[src/rtl/mac_select_pipe_if.sv]
// ----------------------------------------------------------------------------
// mac_select_pipe_if : beat-in / result-out handshake bundle for mac_select_pipe
// Revision: 1.0
// ----------------------------------------------------------------------------
`default_nettype none

interface mac_select_pipe_if #(
  parameter int DATA_W = 8,
  parameter int NCH    = 3,
  parameter int SEL_W  = 2,
  parameter int OUT_W  = 8
);
  logic                    in_valid;
  logic                    in_ready;
  logic [SEL_W-1:0]        sel;
  logic [NCH*DATA_W-1:0]   a_bus;
  logic [NCH*DATA_W-1:0]   k_bus;
  logic                    first;
  logic                    last;
  logic                    out_valid;
  logic                    out_ready;
  logic [OUT_W-1:0]        out_data;
  logic                    out_sat;

  modport master (
    output in_valid, sel, a_bus, k_bus, first, last, out_ready,
    input  in_ready, out_valid, out_data, out_sat
  );

  modport slave (
    input  in_valid, sel, a_bus, k_bus, first, last, out_ready,
    output in_ready, out_valid, out_data, out_sat
  );
endinterface

`default_nettype wire

[src/rtl/mac_select_pipe.sv]
// ----------------------------------------------------------------------------
// mac_select_pipe : select one (a,k) pair per beat, multiply, window-accumulate,
//                   round-shift and saturate. Two register stages, one stall.
// Revision: 1.0
// ----------------------------------------------------------------------------
`default_nettype none

module mac_select_pipe #(
  parameter int DATA_W = 8,
  parameter int NCH    = 3,
  parameter int SEL_W  = 2,
  parameter int ACC_W  = 24,
  parameter int OUT_W  = 8,
  parameter int SHIFT  = 1,
  parameter int SIGNED = 0
) (
  input  logic             clk,
  input  logic             rst,
  mac_select_pipe_if.slave bus
);

  localparam int PROD_W = 2 * DATA_W;
  // Two guard bits: one for the sign of unsigned sums, one for the rounding carry.
  localparam int RND_W  = ACC_W + 2;

  localparam logic signed [RND_W-1:0] c_half =
    (SHIFT > 0) ? (RND_W'(1) << ((SHIFT > 0) ? SHIFT - 1 : 0)) : '0;
  localparam logic signed [RND_W-1:0] c_max =
    RND_W'((SIGNED != 0) ? ((64'sd1 <<< (OUT_W - 1)) - 64'sd1)
                         : ((64'sd1 <<< OUT_W) - 64'sd1));
  localparam logic signed [RND_W-1:0] c_min =
    RND_W'((SIGNED != 0) ? -(64'sd1 <<< (OUT_W - 1)) : 64'sd0);

  logic                     out_valid_q;
  logic [OUT_W-1:0]         out_data_q;
  logic                     out_sat_q;
  logic                     s1_valid_q;
  logic [PROD_W-1:0]        s1_prod_q;
  logic                     s1_first_q;
  logic                     s1_last_q;
  logic [ACC_W-1:0]         acc_q;

  logic                     w_en;
  logic                     w_accept;
  logic [DATA_W-1:0]        w_a_sel;
  logic [DATA_W-1:0]        w_k_sel;
  logic [PROD_W-1:0]        w_a_ext;
  logic [PROD_W-1:0]        w_k_ext;
  logic [PROD_W-1:0]        w_prod;
  logic [ACC_W-1:0]         w_prod_ext;
  logic [ACC_W-1:0]         w_sum;
  logic signed [RND_W-1:0]  w_sum_x;
  logic signed [RND_W-1:0]  w_rnd;
  logic signed [RND_W-1:0]  w_r;
  logic [OUT_W-1:0]         out_data_d;
  logic                     out_sat_d;

  // A held result freezes every stage, so nothing upstream may advance.
  assign w_en         = ~out_valid_q | bus.out_ready;
  assign w_accept     = bus.in_valid & w_en;
  assign bus.in_ready = w_en;
  assign bus.out_valid = out_valid_q;
  assign bus.out_data  = out_data_q;
  assign bus.out_sat   = out_sat_q;

  always_comb begin
    w_a_sel = '0;
    w_k_sel = '0;
    for (int i = 0; i < NCH; i++) begin
      if (bus.sel == SEL_W'(i + 1)) begin
        w_a_sel = bus.a_bus[i*DATA_W +: DATA_W];
        w_k_sel = bus.k_bus[i*DATA_W +: DATA_W];
      end
    end
  end

  // Low PROD_W bits of the extended operands' product are exact in both modes.
  assign w_a_ext = (SIGNED != 0) ? PROD_W'($signed(w_a_sel)) : PROD_W'(w_a_sel);
  assign w_k_ext = (SIGNED != 0) ? PROD_W'($signed(w_k_sel)) : PROD_W'(w_k_sel);
  assign w_prod  = w_a_ext * w_k_ext;

  assign w_prod_ext = (SIGNED != 0) ? ACC_W'($signed(s1_prod_q)) : ACC_W'(s1_prod_q);
  assign w_sum      = (s1_first_q ? '0 : acc_q) + w_prod_ext;
  assign w_sum_x    = (SIGNED != 0) ? RND_W'($signed(w_sum)) : RND_W'(w_sum);
  assign w_rnd      = w_sum_x + c_half;
  assign w_r        = w_rnd >>> SHIFT;

  always_comb begin
    out_data_d = w_r[OUT_W-1:0];
    out_sat_d  = 1'b0;
    if (w_r > c_max) begin
      out_data_d = c_max[OUT_W-1:0];
      out_sat_d  = 1'b1;
    end else if (w_r < c_min) begin
      out_data_d = c_min[OUT_W-1:0];
      out_sat_d  = 1'b1;
    end
  end

  always_ff @(posedge clk or posedge rst) begin
    if (rst) begin
      s1_valid_q  <= 1'b0;
      s1_prod_q   <= '0;
      s1_first_q  <= 1'b0;
      s1_last_q   <= 1'b0;
      acc_q       <= '0;
      out_valid_q <= 1'b0;
      out_data_q  <= '0;
      out_sat_q   <= 1'b0;
    end else if (w_en) begin
      s1_valid_q <= w_accept;
      s1_prod_q  <= w_prod;
      s1_first_q <= bus.first;
      s1_last_q  <= bus.last;
      if (s1_valid_q) begin
        acc_q <= w_sum;
      end
      if (s1_valid_q && s1_last_q) begin
        out_valid_q <= 1'b1;
        out_data_q  <= out_data_d;
        out_sat_q   <= out_sat_d;
      end else begin
        out_valid_q <= 1'b0;
      end
    end
  end

endmodule

`default_nettype wire

[src/flat_wrapper.sv]
// flat-port wrapper written by rule: the top's interface ports become plain ports
module mac_select_pipe_flat 
#(
  parameter int DATA_W = 8,
  parameter int NCH    = 3,
  parameter int SEL_W  = 2,
  parameter int ACC_W  = 24,
  parameter int OUT_W  = 8,
  parameter int SHIFT  = 1,
  parameter int SIGNED = 0
)
  (clk, rst, bus_in_valid, bus_sel, bus_a_bus, bus_k_bus, bus_first, bus_last, bus_out_ready, bus_in_ready, bus_out_valid, bus_out_data, bus_out_sat);
  mac_select_pipe_if #(.DATA_W(DATA_W), .NCH(NCH), .SEL_W(SEL_W), .OUT_W(OUT_W)) bus_i ();
  input  logic clk;
  input  logic rst;
  input wire logic [$bits(bus_i.in_valid)-1:0] bus_in_valid;
  input wire logic [$bits(bus_i.sel)-1:0] bus_sel;
  input wire logic [$bits(bus_i.a_bus)-1:0] bus_a_bus;
  input wire logic [$bits(bus_i.k_bus)-1:0] bus_k_bus;
  input wire logic [$bits(bus_i.first)-1:0] bus_first;
  input wire logic [$bits(bus_i.last)-1:0] bus_last;
  input wire logic [$bits(bus_i.out_ready)-1:0] bus_out_ready;
  output wire logic [$bits(bus_i.in_ready)-1:0] bus_in_ready;
  output wire logic [$bits(bus_i.out_valid)-1:0] bus_out_valid;
  output wire logic [$bits(bus_i.out_data)-1:0] bus_out_data;
  output wire logic [$bits(bus_i.out_sat)-1:0] bus_out_sat;
  assign bus_i.in_valid = bus_in_valid;
  assign bus_i.sel = bus_sel;
  assign bus_i.a_bus = bus_a_bus;
  assign bus_i.k_bus = bus_k_bus;
  assign bus_i.first = bus_first;
  assign bus_i.last = bus_last;
  assign bus_i.out_ready = bus_out_ready;
  assign bus_in_ready = bus_i.in_ready;
  assign bus_out_valid = bus_i.out_valid;
  assign bus_out_data = bus_i.out_data;
  assign bus_out_sat = bus_i.out_sat;
  mac_select_pipe #(.DATA_W(DATA_W), .NCH(NCH), .SEL_W(SEL_W), .ACC_W(ACC_W), .OUT_W(OUT_W), .SHIFT(SHIFT), .SIGNED(SIGNED)) u_core (.clk(clk), .rst(rst), .bus(bus_i));
endmodule
[config.mk]
export PLATFORM = sky130hd
export DESIGN_NAME = mac_select_pipe_flat
export DESIGN_NICKNAME = d
export VERILOG_FILES = /design/src/rtl/mac_select_pipe_if.sv /design/src/rtl/mac_select_pipe.sv /design/src/flat_wrapper.sv
export SDC_FILE = /design/constraint.sdc
export NUM_CORES = 1
export LEC_CHECK = 0
export BUFFER_PORTS_ARGS = -buffer_cell sky130_fd_sc_hd__buf_2
export CAP_MARGIN = 20
export CORE_ASPECT_RATIO = 1.4
export CORE_UTILIZATION = 55
export CTS_BUF_LIST = sky130_fd_sc_hd__clkbuf_4 sky130_fd_sc_hd__clkbuf_8
export DETAILED_ROUTE_END_ITERATION = 16
export PLACE_DENSITY = 0.81
export SETUP_SLACK_MARGIN = 0.05
export SYNTH_ARGS = -nofsm -noshare
export SYNTH_HDL_FRONTEND = slang
export SYNTH_SLANG_ARGS = --single-unit
export TNS_END_PERCENT = 100
[constraint.sdc]
create_clock -name clk -period 4.79 [get_ports clk]
set_clock_uncertainty 0.2 [all_clocks]
set_input_delay 0.958 -clock clk [delete_from_list [all_inputs] [get_ports clk]]
set_output_delay 0.958 -clock clk [all_outputs]
set_load 0.01 [all_outputs]
# Word-level counts from Yosys, hierarchy flattened

Cells that the tools add are included.

Register bits: 53
Bits of input ports: 56
Output and inout port bits: 11

Multiply operators: 1
Add/subtract/negate cells: 2
Bitwise gates (word level): 3
Reduce and logical (&&, ||, !) cells: 3
Muxes and demuxes: 12
Magnitude comparators: 2
Eq/ne operators: 3

Operators by type and width:

| cell                                                                  | count |
|---|---|
| 8-bit 2-to-1 mux                                                      | 8 |
| 24-bit by 1-bit adder with 25-bit output, second input constant       | 1 |
| 25-bit by 9-bit > comparator with 1-bit output, second input constant | 1 |
| 25-bit by 1-bit < comparator with 1-bit output, second input constant | 1 |
| 24-bit by 16-bit adder with 24-bit output                             | 1 |
| 24-bit 2-to-1 mux                                                     | 1 |
| 8-bit by 8-bit multiplier with 16-bit output                          | 1 |
| 2-bit == test, second input constant                                  | 2 |
| 2-bit AND reduction                                                   | 2 |
| 1-bit 2-to-1 mux                                                      | 3 |
| 2-bit by 1-bit == test with 1-bit output, second input constant       | 1 |
| 1-bit AND                                                             | 1 |
| 1-bit logical AND                                                     | 1 |
| 1-bit inverter                                                        | 1 |
| 1-bit bitwise OR                                                      | 1 |

# Depth between registers and ports, before layout

Gate-level depths: netlist of the first run.

Depth in word-level cells: 6
Mapped depth: 25
Depth with buffers taken out: 22

# Worst setup path before layout of the first run

OpenSTA, ideal clock, no wires.

Path type: input to register
Start: input bus_sel[1]
End: register u_core.s1_prod_q[15]
Required time: 4.521 ns
Path slack: -1.760 ns
Setup time: 0.069 ns
Cell stages on the path: 21
Arrival time: 6.281 ns
Buffers on the path: 2
Cell sequence: clkbuf_1 -> clkbuf_1 -> mux2_2 -> a22oi_1 -> nor2_1 -> fa_1 -> fa_1 -> inv_1 -> fa_1 -> fa_1 -> inv_1 -> ha_1 -> o21ai_0 -> a21boi_0 -> o21ai_0 -> a21boi_0 -> o21ai_0 -> a21oi_1 -> a211oi_1 -> or4_1 -> nand3_1

Word-level cells in the longest chain between the ends: 5
Elaborated cells on any way between the ends: 10
Those cells by class: 1 x mul; 3 x eq/ne; 6 x mux

RTL lines:

| element                                          | RTL line               | source |
|---|---|---|
| start: declaration                               | flat_wrapper.sv:17     | `input wire logic [$bits(bus_i.sel)-1:0] bus_sel;` |
| 2-bit by 1-bit == test with 1-bit output         | mac_select_pipe.sv:70  | `if (bus.sel == SEL_W'(i + 1)) begin` |
| 8-bit 2-to-1 mux (3 in a row)                    | mac_select_pipe.sv:70  |  |
| 8-bit by 8-bit multiplier with 16-bit output (*) | mac_select_pipe.sv:80  | `assign w_prod = w_a_ext * w_k_ext;` |
| end signal: assignment                           | mac_select_pipe.sv:112 | `s1_prod_q <= w_prod;` |
| end: declaration                                 | mac_select_pipe.sv:38  | `logic [PROD_W-1:0] s1_prod_q;` |

Mark *: on every way between the ends. The rest lies on a longest branch, timed or not.
A chain may end at the register's enable or synchronous reset.

# Worst setup path in the final report of the first run

Ends and elaborated chain as after synthesis.

==> results of run 1 <==
[layout make-up]
class	instances	area (um^2)	share of cell area [%]
multi-input cells	593	4970	62.4
flip-flops and latches	53	1330	16.6
repair buffers	159	1130	14.1
inverters	67	251	3.15
well taps	144	180	2.26
clock buffers	5	68.8	0.863
clock inverters	3	46.3	0.581
[logic make-up (layout without fill, tap and decap cells)]
| group | after synthesis | after routing | synth area share [%] |
|---|---|---|---|
| AND/OR/NAND/NOR | 278 | 278 | 22.0 |
| XOR/XNOR | 33 | 33 | 4.55 |
| multiplexers | 28 | 28 | 5.02 |
| AO/OA/AOI/OAI | 164 | 164 | 19.4 |
| flip-flops | 53 | 53 | 20.9 |
| buffers and inverters | 97 | 234 | 6.02 |
| adder cells (fa/ha/maj) | 90 | 90 | 22.1 |
[layout by cell type (no fill, tap or decap), types with 7 or more instances in the layout]
cell type / instances
mux2_2: 23
or3_1: 8
inv_1: 60
a22oi_1: 7
buf_2: 65
ha_1: 50
nor2_1: 74
a21oi_1: 24
fa_1: 34
xnor2_1: 17
nor4_1: 9
xor2_1: 13
nand2b_1: 7
nor3_1: 11
a22oi_2: 9
nand3_1: 14
a41oi_1: 9
a22o_1: 7
dfrtp_1: 53
o31ai_1: 10
o21ai_0: 21
nand2_1: 78
buf_6: 9
nor2b_1: 19
buf_4: 80
[what timing repair did]
action / CTS / global route
setup buffers: 9 / 11
pin swaps: 22 / 19
endpoints found under the setup margin: 9 / 17
gates cloned: 0 / 1
resized for setup: 44 / 28
[synth_stat cells (all sizes together) (2+ instances only)]
library cell and count:
o311ai 2, xor2 14, and2 7, a41oi 9, o2111a 2, o21ai 33, xnor2 19, or3 8
nor2b 21, nor3 15, o31ai 11, buf 9, dfrtp 53, nor4 10, a211oi 9, fa 37
a21o 6, mux2 28, ha 53, a21oi 32, a32o 2, a22o 9, inv 66, nand2b 12
or4 5, or2 6, nor3b 2, a31oi 2, nand2 80, nand3 15, o211ai 6, a2111oi 3
nor2 76, a22oi 17, clkbuf 21, a311oi 2, o21a 2, o2111ai 2, and3 8, a21boi 3
nand4 6, and4 6, a211o 2
[state kept, by name, indices dropped and copies added (netlist names)]
signal / flops
u_core.s1_last_q: 1
u_core.s1_valid_q: 1
u_core.bus.out_valid: 1
u_core.acc_q: 24
u_core.bus.out_sat: 1
u_core.s1_first_q: 1
u_core.bus.out_data: 8
u_core.s1_prod_q: 16
[layer usage]
layer / up-vias / global-route usage [%] / wire [um]
met1: 2944 / 28.3 / 6300
met2: 180 / 58.1 / 10000
met5: - / 0 / 0
met3: 60 / 2.99 / 512
li1: 2893 / - / -
met4: 0 / 15.7 / 829
[power by group]
| part | internal [mW] | total, mW | switching, mW |
|---|---|---|---|
| sequential | 0.590 | 0.677 | 0.0862 |
| combinational | 0.958 | 2.22 | 1.27 |
| clock | 0.157 | 0.326 | 0.169 |
[worst min path at each step]
| stage | slack (ns) | to | from | depth (start not counted) |
|---|---|---|---|---|
| final | 0.28 | u_core.s1_last_q$_DFFE_PP0N_ | u_core.s1_last_q$_DFFE_PP0N_ | 2 |
| after global routing | 0.32 | u_core.s1_prod_q[5]$_DFFE_PP0N_ | u_core.s1_prod_q[5]$_DFFE_PP0N_ | 2 |
| after CTS | 0.28 | u_core.s1_last_q$_DFFE_PP0N_ | u_core.s1_last_q$_DFFE_PP0N_ | 2 |
| after detailed placement | 0.26 | u_core.s1_last_q$_DFFE_PP0N_ | u_core.s1_last_q$_DFFE_PP0N_ | 2 |
| after global placement | 0.24 | u_core.s1_last_q$_DFFE_PP0N_ | u_core.s1_last_q$_DFFE_PP0N_ | 2 |
| after floorplan | 0.23 | u_core.s1_last_q$_DFFE_PP0N_ | u_core.s1_last_q$_DFFE_PP0N_ | 2 |
[critical path, cell delays in order]
cell,delay (ns)
buf_12,0.11
nor2b_4,0.23
buf_4,0.16
clkbuf_16,0.13
a22o_1,0.22
nand2b_4,0.06
fa_1,0.45
fa_1,0.53
inv_2,0.04
fa_1,0.50
fa_1,0.54
ha_4,0.30
a21boi_4,0.18
o21ai_2,0.09
a21boi_4,0.14
o21ai_2,0.08
a21oi_2,0.19
a211oi_2,0.06
or4_1,0.39
nand3_1,0.09
[stage by stage]
stage / instances / area, um^2 / setup TNS [ns] / total power [mW]
after floorplan: 743 / 6490 / -4.58 / 2.12
after global placement: 995 / 7360 / -6.92 / 2.63
after detailed placement: 995 / 7360 / -7.62 / 2.70
after CTS: 1012 / 7740 / -2.74 / 3.15
after global routing: 1024 / 7970 / -4.50 / 3.48
final: 1024 / 7970 / -3.37 / 3.23
==> results.ini, run 1 <==
[run_status]
outcome=finished, violations left
violations=setup timing

[grt]
antenna_found_initial=0
overflow=0
grt_pass1_vias=6232
grt_max_degree=54
grt_pass1_wl_um=27700
grt_usage_pct=28.9

[logic_synthesis]
async_reset_ff_share_pct=100
synthTopCellsByArea=dfrtp_1 (21%), fa_1 (12%), ha_1 (10%), mux2_2 (4.8%), nand2_1 (4.7%)
netlist_area_mm2=0.00636
syn_area_per_cell_um2=8.55
synth_cells=743
synth.distinct_cells=76
synth_edf_count=0
synthFlopType=dfrtp_1
yosys_warnings=0
yosys.area.top_type=dfrtp_1
syn_nets=889
synth_seq_area_share_pct=20.9
synth_top_cell_area_share_pct=20.9
synth-seq-cells=53

[placed_design]
hpwlAfterDp_um=13600
numPortBuffers=66
dpl_worst_slack_ns=-1.20
gp_routability_congestion=0.918

[cts]
cts-htree-levels=2
cts_buffers=5
cts_tree=built
clk_pin_slew_ns=0.09
ctsHoldBuffers=0
cts-root-buf=clkbuf_8
worstSkewPairLatency_ns=0.33
clock_path_buffers=2
numClockSinks=53

[timing]
hold_viol_final=0
timing.fmax_mhz=186
fin_crit_ns=5.38
fin_crit_sh_pct=112
timing.hold.ws_ns=0.279
setup_violations=8
rsz0062_at_grt=yes
slew_headroom_pct=34.8
setup_ws_ns=-0.591
drv_slew=0
tightest_slew_ns=0.976

[floorplanning]
io_pins=67
fp.dieW_um=92.9
initial_core_util_pct=56.3
die_area_mm2=0.0120
core-area_mm2=0.0113
num_rows=46
die_h_um=129

[drt]
vias_per_cell=5.93
ant_nets=0
dr.pass1.iters=4
drc=0
wl_um=17600
wl_per_cell_um=17.2
vias=6077
drtIter0Drc=274

[setup_path]
crit_arrival_ns=5.44
critPathRequiredTime_ns=4.85
start_kind=primary input
crit_type=in2reg
r2r_cells=13
reg2reg_setup_slack_ns=0.18
r2r-end=u_core.bus.out_data[3]$_DFFE_PP0P_
end_kind=flip-flop
worstPathMaxFanout=7
crit_start=bus_sel[1]
critPathCapture=u_core.s1_prod_q[15]$_DFFE_PP0N_
r2r-start=u_core.s1_first_q$_DFFE_PP0N_

[cells_and_area]
drive_above_1_share_pct=32.0
fin_util_pct=70.7
antennaDiodeCount=0
areaGrowthSynthToFinish_pct=25.4
fillers=841
finalNetCount=1025

[flow_run]
drv_cap=0

[power_and_ir_drop]
vdd_drop_max_v=0.000185
powerDensity_mw_per_mm2=405
leakage_nw=3.74

[hold_path]
hold_class=reg2reg

No activity file was read; power rests on OpenSTA's default activity.
==> inputs of run 2 (changes only) <==
--- a/config.mk
+++ b/config.mk
@@ -7,11 +7,11 @@
 export LEC_CHECK = 0
 export BUFFER_PORTS_ARGS = -buffer_cell sky130_fd_sc_hd__buf_2
 export CAP_MARGIN = 20
-export CORE_ASPECT_RATIO = 1.4
-export CORE_UTILIZATION = 55
+export CORE_ASPECT_RATIO = 0.5
+export CORE_UTILIZATION = 45
 export CTS_BUF_LIST = sky130_fd_sc_hd__clkbuf_4 sky130_fd_sc_hd__clkbuf_8
 export DETAILED_ROUTE_END_ITERATION = 16
-export PLACE_DENSITY = 0.81
+export PLACE_DENSITY = 0.7
 export SETUP_SLACK_MARGIN = 0.05
 export SYNTH_ARGS = -nofsm -noshare
 export SYNTH_HDL_FRONTEND = slang
==> run 2 against run 1 <==
  * The flow still finishes with violations (setup timing)
  * Cell count up 4.9%
  * Non-clock buffer count rose by 2
  * Total power decreased by 0.84%
  * Sequential power hardly changed
  * Cell area grew 0.47%
  * Count of clock-buffer cells in the layout is 1 higher
  * Die area rose by 22%
==> results.ini, run 2 (same netlist as run 1, synthesis figures left out) <==
[floorplanning]
die_area_mm2=0.0146  ; +22%
core-area_mm2=0.0137  ; +21%
num_rows=30  ; -35%
io_pins=67  ; unchanged
initial_core_util_pct=46.5  ; -9.8 points
fp.dieW_um=170  ; +83%
die_h_um=86.0  ; -33%

[placed_design]
hpwlAfterDp_um=12400  ; -8.5%
dp_cells=1043  ; +4.8%
numPortBuffers=66  ; unchanged
dpl_worst_slack_ns=-1.10  ; +0.102 ns
gp_routability_congestion=0.926  ; +0.90%

[setup_path]
crit_start=bus_sel[1]
path_delay_family=adder cells
max_stage_delay_ns=0.56  ; +0.02 ns
crit_arrival_ns=5.49  ; +0.05 ns
start_kind=primary input
path_cells=buf_12, mux2_2, a22oi_1, nand2b_1, fa_1, fa_1, inv_2, fa_1, fa_1, ha_4, a21boi_4, o21ai_2, a21boi_2, o21ai_2, a21oi_2, a211oi_1, or4_1, nand3_1
r2r-start=u_core.s1_first_q$_DFFE_PP0N_
crit_buf_inv=2  ; -2
critPathMostFrequentCell=fa_1
slowest_stage=fa_1
end_kind=flip-flop
worstPathMaxFanout=6  ; -1
crit_type=in2reg
critPathRequiredTime_ns=4.85  ; about the same

[drt]
wl_um=16200  ; -8.1%
vias=5830  ; -4.1%
vias_per_cell=5.43  ; -8.5%
dr.pass1.iters=5  ; +1
wl_per_cell_um=15.1  ; -12%
drc=0  ; unchanged
ant_nets=0  ; unchanged
drtIter0Drc=303  ; +11%

[grt]
grt_pass1_wl_um=26900  ; -2.9%
antenna_found_initial=0  ; unchanged
grt_usage_pct=22.7  ; -6.3 points
overflow=0  ; unchanged
grt_pass1_vias=5635  ; -9.6%
grt_max_degree=54  ; unchanged

[cts]
clock_path_buffers=2  ; unchanged
cts_tree=built
numClockSinks=53  ; unchanged
ctsHoldBuffers=0  ; unchanged
cts-htree-levels=2  ; unchanged
cts_buffers=5  ; unchanged
clk_pin_slew_ns=0.10  ; about the same
cts-root-buf=clkbuf_8
worstSkewPairLatency_ns=0.32  ; about the same

[timing]
fin_crit_sh_pct=114  ; +1.2 points
slew_headroom_pct=43.1  ; +8.3 points
tightest_slew_ns=0.851  ; -0.125 ns
fin_crit_ns=5.44  ; +0.0560 ns
drv_slew=0  ; unchanged
setup_ws_ns=-0.647  ; -0.0560 ns
setup_violations=7  ; -1
hold_viol_final=0  ; unchanged
timing.fmax_mhz=184  ; -1.0%
rsz0062_at_grt=yes

[power_and_ir_drop]
combPwrFrac_pct=70.2  ; +1.3 points
seq_power_share_pct=21.0  ; about the same
powerDensity_mw_per_mm2=400  ; -1.3%
clkPwrFrac_pct=8.7  ; -1.4 points
leakage_nw=3.72  ; -0.60%
power_mw=3.20  ; -0.84%
p_switching_mw=1.51  ; -1.1%
vdd_drop_max_v=0.000221  ; +19%
swShare_pct=47.1  ; -0.10 points
p_int_mw=1.69  ; -0.65%

[run_status]
violations=setup timing
outcome=finished, violations left

[cells_and_area]
largest_register_ffs=24  ; unchanged
antennaDiodeCount=0  ; unchanged
top_register=u_core.acc_q
layout_commonest_cell=buf_4
drive_above_1_share_pct=32.4  ; +0.38 points
fillers=1229  ; +46%
areaGrowthSynthToFinish_pct=26.0
finalNetCount=1027  ; +0.20%
fin_cells=1074  ; +4.9%
final_cell_mix=buf_4 (80), nand2_1 (79), nor2_1 (69)

[hold_path]
worstHoldStart=u_core.acc_q[6]$_DFFE_PP0P_
hold_class=reg2reg

[flow_run]
drv_cap=0  ; unchanged

## run 2: changes by cell type in the layout (fill, tap and decap cells not counted), sizes merged
cell and delta:
buf +3, clkinv +1, bufinv -1, clkinvlp -1
## run 2: power groups by stage
stage / clock network, mW / logic (mW) / registers, mW
5_1_grt: 0.302 / 2.47 / 0.690
2_1_floorplan: 0 / 1.45 / 0.668
3_3_place_gp: 0 / 1.96 / 0.675
3_5_place_dp: 0 / 2.01 / 0.681
4_1_cts: 0.286 / 2.15 / 0.674
6_report: 0.279 / 2.25 / 0.674
## run 2: worst register-to-register path, stage by stage, from the launching register on
cell and delay (ns):
dfrtp_1 0.74, nand2b_1 0.23, inv_1 0.05, ha_1 0.28, a211oi_2 0.40, o21ai_4 0.17, xnor2_1 0.24, or4_4 0.60
nor2_1 0.22, nand3_1 0.11, nor4_1 0.37, a2bb2oi_1 0.18, nor3_4 0.39, a41oi_1 0.19
## run 2: area by class of cell
type	instances	area, um^2	share of cell area (%)
flip-flops and latches	53	1330	16.6
multi-input cells	593	4980	62.1
clock buffers	6	82.6	1.03
repair buffers	161	1120	14.0
clock inverters	2	13.8	0.172
well taps	192	240	3.00
inverters	67	251	3.14
## run 2: path summary, 6_finish.rpt
check	end	slack, ns	cells past startpoint
max reg2reg	u_core.bus.out_data[6]$_DFFE_PP0P_	0.27	13
max in group asynchronous	u_core.bus.out_data[2]$_DFFE_PP0P_	3.30	3
max	u_core.s1_prod_q[15]$_DFFE_PP0N_	-0.65	18
min	u_core.acc_q[6]$_DFFE_PP0P_	0.28	2
min in group asynchronous	u_core.s1_prod_q[1]$_DFFE_PP0N_	0.60	3
min reg2reg	u_core.acc_q[6]$_DFFE_PP0P_	0.28	2
## run 2: layer usage
layer	vias up	GRT usage, %	share of wire, %	wire [um]
met2	131	40.4	48	7780
met4	0	3.60	0.72	117
met5	-	0	0	0
li1	2900	-	-	-
met3	11	1.98	3.3	540
met1	2788	30.6	48	7760
## run 2: per-stage QoR
step	util, %	instance area, um^2	TNS (ns)	hold slack [ns]
final	58.6	8010	-3.03	0.283
after global routing	58.6	8010	-4.09	0.326
after CTS	57.1	7800	-2.74	0.287
after detailed placement	54.2	7410	-7.21	0.263
after global placement	54.2	7410	-6.40	0.249
after floorplan	-	6490	-4.58	0.231
## run 2: repair_timing
item | in CTS | in global routing
setup endpoints to repair | 8 | 19
pin swaps | 43 | 35
resized for setup | 46 | 30
buffers inserted | 14 | 13
==> inputs of run 3 (changes only) <==
--- a/config.mk
+++ b/config.mk
@@ -7,12 +7,13 @@
 export LEC_CHECK = 0
 export BUFFER_PORTS_ARGS = -buffer_cell sky130_fd_sc_hd__buf_2
 export CAP_MARGIN = 20
-export CORE_ASPECT_RATIO = 0.5
 export CORE_UTILIZATION = 45
 export CTS_BUF_LIST = sky130_fd_sc_hd__clkbuf_4 sky130_fd_sc_hd__clkbuf_8
+export CTS_CLUSTER_SIZE = 8
 export DETAILED_ROUTE_END_ITERATION = 16
 export PLACE_DENSITY = 0.7
 export SETUP_SLACK_MARGIN = 0.05
+export SKIP_LAST_GASP = 1
 export SYNTH_ARGS = -nofsm -noshare
 export SYNTH_HDL_FRONTEND = slang
 export SYNTH_SLANG_ARGS = --single-unit
==> run 3 against run 2 <==
  * The run still ends with setup timing left
  * Combinational power is 4% lower
  * Global-route usage is 1.5 points lower
  * Clock power is 5% lower
  * Count of clock-buffer cells in the layout is 1 lower
==> results.ini, run 3 (same netlist as run 1, synthesis figures left out) <==
[timing]
tightest_slew_ns=0.805  ; -0.0461 ns
hold_viol_final=0  ; unchanged
fin_crit_ns=5.39  ; -0.0503 ns
timing.fmax_mhz=186  ; +0.93%
rsz0062_at_grt=yes
slew_headroom_pct=46.2  ; +3.1 points
setup-tns-final_ns=-2.85  ; +0.174 ns
setup_ws_ns=-0.597  ; +0.0503 ns
drv_slew=0  ; unchanged
setup_violations=9  ; +2
fin_crit_sh_pct=112  ; -1.1 points

[setup_path]
path_delay_family=adder cells
critPathRequiredTime_ns=4.85  ; about the same
crit_arrival_ns=5.45  ; -0.04 ns
end_kind=flip-flop
start_kind=primary input
crit_type=in2reg
path_cells=buf_12, buf_8, mux2_4, a22oi_2, buf_4, buf_6, nand2b_4, fa_1, fa_1, inv_2, fa_1, fa_1, ha_4, a21boi_4, o21ai_4, a21boi_4, o21ai_2, a21oi_2, a211oi_2, or4_1, nand3_1
critPathMostFrequentCell=fa_1
worstPathMaxFanout=5  ; -1
slowest_stage=fa_1
max_stage_delay_ns=0.52  ; -0.04 ns
crit_buf_inv=5  ; +3

[drt]
wl_met2_um=7780  ; about the same
dr_wl_met3_um=559  ; +3.5%
top_layer=met4
dr.pass1.iters=5  ; unchanged
vias_per_cell=5.50  ; +1.3%
ant_nets=0  ; unchanged
drtIter0Drc=264  ; -13%
routedLengthMet1_um=6820  ; -12%
wl_um=15500  ; -4.4%
drc=0  ; unchanged
vias=5830  ; unchanged
wl_per_cell_um=14.6  ; -3.1%

[run_status]
violations=setup timing
outcome=finished, violations left

[grt]
grt_max_degree=29  ; -46%
overflow=0  ; unchanged
grt_pass1_vias=5419  ; -3.8%
grt_pass1_wl_um=25200  ; -6.4%
antenna_found_initial=0  ; unchanged
grt_usage_pct=21.2  ; -1.5 points

[floorplanning]
initial_core_util_pct=46.0  ; -0.55 points
io_pins=67  ; unchanged
num_rows=43  ; +43%
die_h_um=121  ; +40%
die_area_mm2=0.0146  ; -0.20%
core-area_mm2=0.0138  ; +1.2%
fp.dieW_um=121  ; -29%

[power_and_ir_drop]
vdd_drop_max_v=0.000195  ; -12%
power_mw=3.09  ; -3.3%
powerDensity_mw_per_mm2=391  ; -2.2%
leakage_nw=3.70  ; -0.47%

[cts]
clk_pin_slew_ns=0.09  ; about the same
numClockSinks=53  ; unchanged
worstSkewPairLatency_ns=0.33  ; about the same
cts_buffers=5  ; unchanged
cts-htree-levels=2  ; unchanged
cts_tree=built
clock_path_buffers=2  ; unchanged
ctsHoldBuffers=0  ; unchanged
cts-root-buf=clkbuf_8

[cells_and_area]
drive_above_1_share_pct=31.6  ; -0.84 points
fillers=1223  ; -0.49%
final_cell_mix=buf_4 (83), nand2_1 (78), nor2_1 (72)
fin_cells=1060  ; -1.3%
final_area_mm2=0.00792  ; -1.2%
areaGrowthSynthToFinish_pct=24.5
antennaDiodeCount=0  ; unchanged
largest_register_ffs=24  ; unchanged
top_register=u_core.acc_q
layout_commonest_cell=buf_4
finalNetCount=1025  ; -0.19%

[flow_run]
drv_cap=0  ; unchanged

[placed_design]
dp_cells=1034  ; -0.86%
gp_routability_congestion=0.908  ; -1.9%
numPortBuffers=66  ; unchanged
hpwlAfterDp_um=12000  ; -3.5%
postPlaceCellArea_mm2=0.00741  ; about the same

[hold_path]
hold_class=reg2reg

==> run 3: through the flow <==
stage               util (%)  hold slack [ns]  worst slack [ns]
floorplan                  -            0.231            -0.863
global placement        53.6            0.245             -1.03
detailed placement      53.6            0.248             -1.16
CTS                     55.6            0.270            -0.597
global route            57.3            0.318            -0.759
finish                  57.3            0.268            -0.597
==> run 3: layout make-up <==
type / instances / area, um^2 / area share (%)
Clock buffer: 5 / 68.8 / 0.869
Tap cell: 180 / 225 / 2.84
Multi-Input combinational cell: 593 / 4940 / 62.5
Inverter: 67 / 251 / 3.18
Sequential cell: 53 / 1330 / 16.8
Timing Repair Buffer: 159 / 1080 / 13.7
Clock inverter: 3 / 17.5 / 0.221
==> run 3: where the power goes <==
| group | internal [mW] | switching, mW |
|---|---|---|
| sequential | 0.590 | 0.0790 |
| combinational | 0.956 | 1.20 |
| clock | 0.101 | 0.163 |
| total | 1.65 | 1.45 |
==> run 3: worst paths after layout <==
path	start	endpoint	slack (ns)	cells past startpoint
min in group asynchronous	rst	u_core.acc_q[15]$_DFFE_PP0P_	0.48	2
worst max register to register	u_core.s1_first_q$_DFFE_PP0N_	u_core.bus.out_data[6]$_DFFE_PP0P_	0.28	12
max in group asynchronous	rst	u_core.bus.out_data[1]$_DFFE_PP0P_	3.15	3
worst max-delay path	bus_sel[1]	u_core.s1_prod_q[15]$_DFFE_PP0N_	-0.60	21
worst min-delay path	u_core.s1_last_q$_DFFE_PP0N_	u_core.s1_last_q$_DFFE_PP0N_	0.27	2
worst min register to register	u_core.s1_last_q$_DFFE_PP0N_	u_core.s1_last_q$_DFFE_PP0N_	0.27	2
==> run 3: routing by layer <==
metal	vias up	GRT usage (%)
li1	2888	-
met1	2769	27.2
met2	144	37.4
met3	29	2.12
met4	0	6.40
met5	-	0
==> run 3: timing repair <==
item,4_1_cts,5_1_grt
endpoints found under the setup margin,8,18
gates cloned,0,1
setup buffers,10,7
gates resized for setup,27,37
pin swaps,30,34
==> run 3: worst register-to-register path, stage by stage, from the launching register on <==
cell and delay (ns):
dfrtp_1 0.78, nor2b_1 0.11, ha_1 0.41, a21oi_1 0.34
o21ai_0 0.23, a21oi_1 0.49, nand2_2 0.26, a2111oi_4 0.40
nor3_2 0.13, a2111oi_0 0.40, nand3_1 0.18, a22oi_4 0.30
a41oi_1 0.17
